File: config.mk
export PLATFORM = sky130hd
export DESIGN_NAME = multiphase_dpwm
export DESIGN_NICKNAME = d
export VERILOG_FILES = /design/src/rtl/multiphase_dpwm.sv
export SDC_FILE = /design/constraint.sdc
export NUM_CORES = 1
export LEC_CHECK = 0
export BUFFER_PORTS_ARGS = -buffer_cell sky130_fd_sc_hd__buf_2
export CORE_ASPECT_RATIO = 0.75
export CORE_MARGIN = 10
export CORE_UTILIZATION = 31
export DETAILED_ROUTE_END_ITERATION = 8
export GPL_ROUTABILITY_DRIVEN = 0
export GPL_TIMING_DRIVEN = 1
export PLACE_DENSITY = 0.54
export SLEW_MARGIN = 25
export SYNTH_ARGS = -nofsm -noshare
export SYNTH_HDL_FRONTEND = slang
export SYNTH_SLANG_ARGS = --single-unit
File: constraint.sdc
create_clock -name clk -period 3.17 [get_ports clk]
set_input_delay 0.317 -clock clk [delete_from_list [all_inputs] [get_ports clk]]
set_output_delay 0.317 -clock clk [all_outputs]
set_load 0.05 [all_outputs]
File: src/rtl/multiphase_dpwm.sv
// N-phase interleaved digital PWM: one shared period counter, per-phase phase-shifted
// comparators with dead-time insertion, boundary-latched shadow settings and fast shutdown.
module multiphase_dpwm #(
  parameter int NPHASES  = 4,
  parameter int CNT_W    = 7,
  parameter int DT_W     = 4,
  parameter int DUTY_MAX = 2**CNT_W - 8
) (
  input  logic               clk,
  input  logic               rst,
  input  logic               en_pwm,
  input  logic               mode_manual,
  input  logic [CNT_W-1:0]   duty_auto,
  input  logic [CNT_W-1:0]   duty_manual,
  input  logic [DT_W-1:0]    deadtime,
  input  logic [NPHASES-1:0] phase_en,
  output logic [CNT_W-1:0]   count,
  output logic               period_start,
  output logic [NPHASES-1:0] pwm_high,
  output logic [NPHASES-1:0] pwm_low,
  output logic [CNT_W-1:0]   duty_eff
);

  localparam int               PERIOD     = 2**CNT_W;
  localparam int               OFF_STEP   = PERIOD / NPHASES;
  localparam logic [CNT_W-1:0] CNT_LAST   = CNT_W'(PERIOD - 1);
  localparam logic [CNT_W-1:0] DUTY_CLAMP = CNT_W'(DUTY_MAX);

  function automatic logic [CNT_W-1:0] clamp_duty(input logic [CNT_W-1:0] d);
    return (d > DUTY_CLAMP) ? DUTY_CLAMP : d;
  endfunction

  function automatic logic [DT_W-1:0] sat_inc(input logic [DT_W-1:0] r);
    return (r == '1) ? r : r + DT_W'(1);
  endfunction

  logic [DT_W-1:0]    deadtime_q;
  logic [NPHASES-1:0] phase_en_q;
  logic               en_q;
  logic               boundary;
  logic               gate;

  assign boundary     = (count == CNT_LAST);
  assign period_start = (count == '0);
  // en_pwm low kills the outputs on the very next edge, without waiting for the boundary
  assign gate         = en_q & en_pwm;

  // Stage p0: shared counter and shadow registers
  always_ff @(posedge clk) begin
    if (rst) begin
      count      <= '0;
      duty_eff   <= '0;
      deadtime_q <= '0;
      phase_en_q <= '0;
      en_q       <= 1'b0;
    end else begin
      count <= count + CNT_W'(1);
      if (boundary) begin
        duty_eff   <= clamp_duty(mode_manual ? duty_manual : duty_auto);
        deadtime_q <= deadtime;
        phase_en_q <= phase_en;
        en_q       <= en_pwm;
      end else begin
        en_q <= en_q & en_pwm;
      end
    end
  end

  logic [CNT_W-1:0]   c_loc   [NPHASES];
  logic [DT_W-1:0]    run_q   [NPHASES];
  logic [DT_W-1:0]    run_eff [NPHASES];
  logic [NPHASES-1:0] raw;
  logic [NPHASES-1:0] raw_q;
  logic [NPHASES-1:0] dt_ok;

  // Stage p1: per-phase compare and dead-time qualification
  always_comb begin
    raw   = '0;
    dt_ok = '0;
    for (int k = 0; k < NPHASES; k++) begin
      c_loc[k]   = count - CNT_W'(k * OFF_STEP);
      raw[k]     = (c_loc[k] < duty_eff);
      // the run length restarts in the same cycle the raw level toggles
      run_eff[k] = (raw[k] != raw_q[k]) ? '0 : run_q[k];
      dt_ok[k]   = (run_eff[k] >= deadtime_q);
    end
  end

  // Stage p2: registered gate commands
  always_ff @(posedge clk) begin
    if (rst) begin
      raw_q    <= '0;
      pwm_high <= '0;
      pwm_low  <= '0;
      for (int k = 0; k < NPHASES; k++) run_q[k] <= '0;
    end else begin
      raw_q    <= raw;
      pwm_high <= {NPHASES{gate}} & phase_en_q & raw & dt_ok;
      pwm_low  <= {NPHASES{gate}} & phase_en_q & ~raw & dt_ok;
      for (int k = 0; k < NPHASES; k++) run_q[k] <= sat_inc(run_eff[k]);
    end
  end

endmodule

==> reports/metrics.json, run 1 <==
{
  "via_per_inst": 4.715,
  "crit_path_setup_slack_layout_ps": 240.5,
  "floorplan_row_count": 31,
  "timing_hold_violations_final": 0,
  "power.density_nw_per_um2": 394.4,
  "clockBufferDepth": 2,
  "totalNegativeSetupSlack_ps": 0,
  "fin_crit_period_ps": 2929,
  "die_width_um": 135.6,
  "detail_route.drc_violations": 0,
  "synth_top_family_by_area": "simple AND/OR/NAND/NOR gates",
  "dp_slack_ps": 117.6,
  "worst_hold_path.num_cells": 3,
  "setup-violations-final": 0,
  "report.power.total_mw": 1.451,
  "ir_worst_vdd_mv": 0.1751,
  "maxcap_viol_count": 0,
  "area_share_of_and_or_nand_nor_cells_after_synthesis_pct": 22.81,
  "cts_root_buffer": "clkbuf_16",
  "antenna_found_initial": 0,
  "min_period_over_period_pct": 92.41,
  "cts.htree.levels": 2,
  "grt_pass1_wl_um": 12340,
  "synth_edf_count": 0,
  "synth_cell_types": 39,
  "rsz_0062_raised_after_global_routing": "no",
  "portBuffers": 48,
  "worstSkewPairLatency_ps": 290,
  "coreArea_um2": 9697,
  "grt_start_max_net_pins": 34,
  "cp_data_required_time_ps": 3390,
  "clock-sinks": 51,
  "total_of_hold_buffers_inserted_after_clock_tree_synthesis": 0,
  "critical-path-max-stage-delay_ps": 380,
  "critical_path_peak_fanout": 6,
  "synth-adder-area-share_pct": 12.90,
  "ys.flop_type": "dfxtp_1",
  "synth_area_per_cell_um2": 8.946,
  "grt.overflow.total": 0,
  "flow.area_growth_from_synthesis_pct": 18.50,
  "area_occupied_by_multi_input_gates_um2": 1969,
  "grtUsageTotal_pct": 10.48,
  "floorplan.die_area_um2": 14460,
  "total_leakage_power_nw": 1.532,
  "xor_xnor_share_of_the_synthesized_area_pct": 4.917,
  "clkTransAtPathRegs_ps": 70,
  "cts_made_buffers": 5,
  "regToRegSetupSlack_ps": 240,
  "startpoint_type": "flip-flop",
  "finalClockSkew_ps": 6.598,
  "via_count_of_the_first_global_routing_pass": 2478,
  "via_count": 2513,
  "hp-class": "in -> reg",
  "arrival_ps": 3150,
  "count_of_antenna_diodes_in_the_layout": 0,
  "ys_seq_area_share_pct": 32.89,
  "synth-seq-cells": 51,
  "wl_per_cell_um": 13.73,
  "r2r.worst_path.cells": 12,
  "postSynth.asyncResetShare_pct": 0,
  "criticalPathCategory": "reg -> reg",
  "worst_slew_pin_slew_ps": 572.9,
  "synth-compound-area-share_pct": 13.10,
  "synth.yosys.warnings": 0,
  "clock.fmax_mhz": 341.4,
  "drt_iter0_markers": 64,
  "crit_slowest_cell": "dfxtp_2",
  "area_of_all_sequential_standard_cells_um2": 1023,
  "worst_setup_path_end_kind": "flip-flop",
  "dp_hpwl_um": 5702,
  "syn_nets": 405,
  "run_status": "finished clean",
  "wl_um": 7319,
  "cts_tree": "done",
  "die_y_um": 106.7,
  "mappedNetlistArea_um2": 3104,
  "netlist_instances": 347,
  "firstDrtPassIters": 4,
  "synth.mux.area_fraction_pct": 9.150,
  "proportion_of_layout_cells_with_a_drive_suffix_above_1_pct": 23.19,
  "timing.final.max_slew_violations": 0,
  "final_util_pct": 37.94,
  "crit_chain": "inv_1 -> ha_1 -> nand2b_1 -> nor2_1 -> a21oi_4 -> xnor2_2 -> and2_1 -> ha_1 -> nand3_1 -> or2_2 -> mux2i_1 -> mux2i_1",
  "relSlewSlack_pct": 61.81,
  "floorplan.io_pins": 49,
  "fillers": 1001,
  "layout.nets": 458,
  "initial_core_util_pct": 32.01,
  "drt.antenna.violating_nets": 0
}
[cell families after synthesis]
group,Yosys count
DFF,51
xor gates and xnor gates,14
adders and majority gates,32
and+or+nand+nor,135
buffers and inverters,32
AOI/OAI and AO/OA,59
muxes,24
[final cells by class]
| class | count | share of cell area, % |
|---|---|---|
| inverters | 23 | 2.347 |
| flip-flops and latches | 51 | 27.82 |
| clock buffers | 6 | 3.503 |
| repair buffers | 55 | 7.959 |
| clock inverters | 2 | 0.3401 |
| well taps | 132 | 4.490 |
| multi-input cells | 264 | 53.54 |
[worst max-delay path, delay by kind of cell (launching register included)]
family,cells,cell delay (ps)
buffers and inverters,1,90
flip-flops,1,380
XOR/XNOR,1,260
AO/OA/AOI/OAI,1,120
AND/OR/NAND/NOR,5,1030
adder cells (fa/ha/maj),2,620
multiplexers,2,350
[metrics by stage]
step	cell area, µm²	hold WS [ps]	instances
6_report	3679	263.4	533
5_1_grt	3679	269.9	533
4_1_cts	3643	254.4	531
3_5_place_dp	3502	447.3	523
3_3_place_gp	3502	444.9	523
2_1_floorplan	3104	436.3	347
[power breakdown]
| part | switching (mW) | internal, mW |
|---|---|---|
| clock | 0.246 | 0.292 |
| combinational | 0.115 | 0.111 |
| sequential | 0.0258 | 0.661 |
| total | 0.387 | 1.06 |
[layer usage]
| layer | vias up | global-route usage, % | share of wire, % |
|---|---|---|---|
| li1 | 1305 | - | - |
| met4 | 0 | 3.451 | 1.3 |
| met2 | 45 | 15.03 | 41 |
| met3 | 8 | 2.845 | 4.4 |
| met1 | 1155 | 14.71 | 53 |
| met5 | - | 0 | 0 |
[state kept, by name (all words and copies together) (netlist names), 4 cells and up]
name        cells
count           7
deadtime_q      4
duty_eff        7
phase_en_q      4
pwm_high        4
pwm_low         4
raw_q           4
run_q          16
[cells in the mapped netlist (5+ instances only)]
| cell | n | share of area (%) |
|---|---|---|
| a31oi_1 | 5 | 1.0 |
| nor2_1 | 23 | 2.8 |
| inv_1 | 23 | 2.8 |
| and2_1 | 13 | 2.6 |
| clkbuf_1 | 5 | 0.60 |
| xnor2_1 | 10 | 2.8 |
| a21oi_1 | 25 | 4.0 |
| nand2_1 | 32 | 3.9 |
| nand2b_1 | 13 | 2.6 |
| dfxtp_1 | 51 | 33 |
| nand4_1 | 7 | 1.4 |
| a21o_1 | 9 | 2.2 |
| mux2_4 | 8 | 3.9 |
| mux2i_1 | 13 | 4.2 |
| ha_1 | 32 | 13 |
| nand3_1 | 9 | 1.5 |
| nor3_1 | 12 | 1.9 |
[placed cells by master, fill, tap and decap left out, types with 8 or more instances in the layout]
master,netlist,layout
dfxtp_1,51,49
buf_2,3,48
nand2_1,32,32
ha_1,32,30
a21oi_1,25,25
inv_1,23,23
nor2_1,23,23
nand2b_1,13,13
mux2i_1,13,13
and2_1,13,12
nor3_1,12,12
xnor2_1,10,10
a21o_1,9,9
nand3_1,9,9
mux2_4,8,8
[path summary, 6_finish.rpt]
path / from / endpoint
min reg2reg: deadtime_q[2] / deadtime_q[2]
max: count[5] / run_q[2][1]
min: phase_en[1] / phase_en_q[1]
max reg2reg: count[5] / run_q[2][1]
[repair_timing]
action / 4_1_cts / 5_1_grt
hold endpoints to repair: 0 / 0
gates resized for setup: 0 / 5
endpoints found under the setup margin: 0 / 7
setup buffers: 0 / 2
Note: power is estimated with default switching activity, not from simulation.
==> run 2: changes to the inputs <==
CORE_UTILIZATION = 57   (was 31)
PLACE_DENSITY = 0.85   (was 0.54)
==> run 2 against run 1 <==
Core utilization rose by 28 points. Critical path depth did not move. Critical path type unchanged. Routed wire length fell by 8.3%. Die area fell by 39%. Fmax fell by 2.1%. Via count rose by 1.4%. Sequential power barely moved. Power fell by 12%. Setup slack got worse by 62 ps. Count of clock-buffer cells in the layout did not move.
==> reports/metrics.json, run 2 (synthesized netlist as in run 1, its figures left out) <==
{
  "count_of_antenna_diodes_in_the_layout": 0,
  "fillers": 458,
  "dp_hpwl_um": 5272,
  "power.share.clock_pct": 29.6,
  "cts_tree": "done",
  "total_of_hold_buffers_inserted_after_clock_tree_synthesis": 0,
  "worst_setup_path_end_kind": "flip-flop",
  "grt.overflow.total": 0,
  "r2r_end": "run_q[0][1]",
  "totalNegativeSetupSlack_ps": 0,
  "cts_made_buffers": 5,
  "firstDrtPassIters": 4,
  "coreArea_um2": 5295,
  "p_sw_share_pct": 27.01,
  "hold_path.startpoint": "phase_en[1]",
  "worst_hold_path.num_cells": 3,
  "via_count": 2547,
  "flow.area_growth_from_synthesis_pct": 12.78,
  "setup-violations-final": 0,
  "cts.htree.levels": 2,
  "criticalPathCategory": "reg -> reg",
  "die_width_um": 105.2,
  "via_per_inst": 5.431,
  "timing.hold.worst_endpoint": "phase_en_q[1]",
  "relSlewSlack_pct": 60.99,
  "clockBufferDepth": 2,
  "crit_slowest_cell": "ha_1",
  "worstSkewPairLatency_ps": 310,
  "drt_iter0_markers": 93,
  "switching_power_mw": 0.3459,
  "min_period_over_period_pct": 94.37,
  "seq_power_share_pct": 53.7,
  "detail_route.drc_violations": 0,
  "drt.antenna.violating_nets": 0,
  "reg2reg_from": "duty_eff[6]",
  "grt_pass1_wl_um": 11400,
  "total_leakage_power_nw": 1.478,
  "largest_register": "run_q",
  "r2r.worst_path.cells": 12,
  "power.density_nw_per_um2": 365.8,
  "power.internal_mw": 0.9346,
  "maxcap_viol_count": 0,
  "cp_data_required_time_ps": 3410,
  "cts_repair_resize_count": 0,
  "timing.final.max_slew_violations": 0,
  "reg.largest.list": "run_q x16, count x7, duty_eff x7",
  "grt_start_max_net_pins": 36,
  "portBuffers": 48,
  "finalClockSkew_ps": 5.130,
  "proportion_of_layout_cells_with_a_drive_suffix_above_1_pct": 21.83,
  "rsz_0062_raised_after_global_routing": "no",
  "antenna_found_initial": 0,
  "initial_core_util_pct": 58.62,
  "fin_crit_period_ps": 2992,
  "ir_worst_vdd_mv": 0.2811,
  "clock-sinks": 51,
  "hp-class": "in -> reg",
  "power_frac_comb_pct": 16.7,
  "layout_commonest_cell": "dfxtp_1",
  "run_status": "finished clean",
  "grtUsageTotal_pct": 15.17,
  "timing_hold_violations_final": 0,
  "via_count_of_the_first_global_routing_pass": 2485,
  "worst_slew_pin_slew_ps": 585.2,
  "final-instance-count-excl-fill": 469,
  "arrival_ps": 3230,
  "final_cell_mix": "dfxtp_1 (49), buf_2 (48), nand2_1 (32)",
  "floorplan_row_count": 23,
  "layout.nets": 452,
  "post_cts.repair.setup_buffers": 0,
  "max_reg_flops": 16,
  "crit_chain": "inv_1 -> ha_1 -> inv_1 -> a221o_1 -> a21oi_4 -> xnor2_2 -> and2_1 -> ha_1 -> nand3_1 -> or2_2 -> mux2i_1 -> mux2i_1",
  "number_of_cells_after_detailed_placement": 462,
  "wl_per_cell_um": 14.32,
  "wl_um": 6714,
  "cts_root_buffer": "clkbuf_8",
  "floorplan.die_area_um2": 8829,
  "clock.fmax_mhz": 334.3,
  "startpoint_type": "flip-flop",
  "die_y_um": 83.91,
  "critical-path-max-stage-delay_ps": 390,
  "clkTransAtPathRegs_ps": 90,
  "critical_path_peak_fanout": 6,
  "regToRegSetupSlack_ps": 180,
  "start_point_of_the_critical_path": "duty_eff[6]",
  "floorplan.io_pins": 49
}
==> run 2: final cells by class <==
| type | count | area, µm² | share of cell area (%) |
|---|---|---|---|
| well taps | 75 | 93.84 | 2.680 |
| repair buffers | 49 | 247.7 | 7.076 |
| multi-input cells | 264 | 1962 | 56.04 |
| clock inverters | 1 | 5.005 | 0.1430 |
| flip-flops and latches | 51 | 1023 | 29.24 |
| clock buffers | 6 | 82.58 | 2.359 |
| inverters | 23 | 86.33 | 2.466 |
==> run 2: worst max-delay path by stage <==
stage | end | slack (ps) | cells after the start
6_report | run_q[0][1] | 180 | 12
5_1_grt | run_q[0][1] | 5 | 12
4_1_cts | run_q[0][1] | 140 | 12
3_5_place_dp | run_q[0][1] | 170 | 12
3_3_place_gp | run_q[0][1] | 260 | 12
2_1_floorplan | run_q[0][1] | 10 | 12
==> run 2: power groups by stage <==
stage	Clock, mW	Sequential (mW)	Combinational (mW)
finish	0.380	0.687	0.213
detailed placement	0	0.701	0.214
global placement	0	0.701	0.207
global route	0.410	0.691	0.239
CTS	0.389	0.686	0.215
floorplan	0	0.706	0.155
==> run 2: routing by layer <==
metal | GRT usage (%) | share of wire [%] | vias up
met1 | 20.08 | 48 | 1177
met3 | 3.627 | 5.0 | 5
met2 | 23.46 | 46 | 74
met4 | 4.975 | 0.89 | 0
met5 | 0 | 0 | -
li1 | - | - | 1291
==> run 2: critical path: cells and delay by family, from the launching register on <==
family	cells	cell delay, ps
adders and majority gates	2	630
and+or+nand+nor	3	630
AOI/OAI and AO/OA	2	600
DFF	1	370
muxes	2	340
buffers and inverters	2	180
xor gates and xnor gates	1	170
==> run 2: metrics by stage <==
stage | util, % | worst slack, ps | area, µm² | total power, mW | hold WS, ps
finish | 66.12 | 178.5 | 3501 | 1.280 | 248.2
CTS | 65.88 | 143.7 | 3488 | 1.290 | 239.1
detailed placement | 64.23 | 174.8 | 3401 | 0.9151 | 450.1
global route | 66.12 | 4.531 | 3501 | 1.341 | 256.0
global placement | 64.23 | 255.1 | 3401 | 0.9078 | 444.1
floorplan | - | 10.71 | 3104 | 0.8608 | 436.3
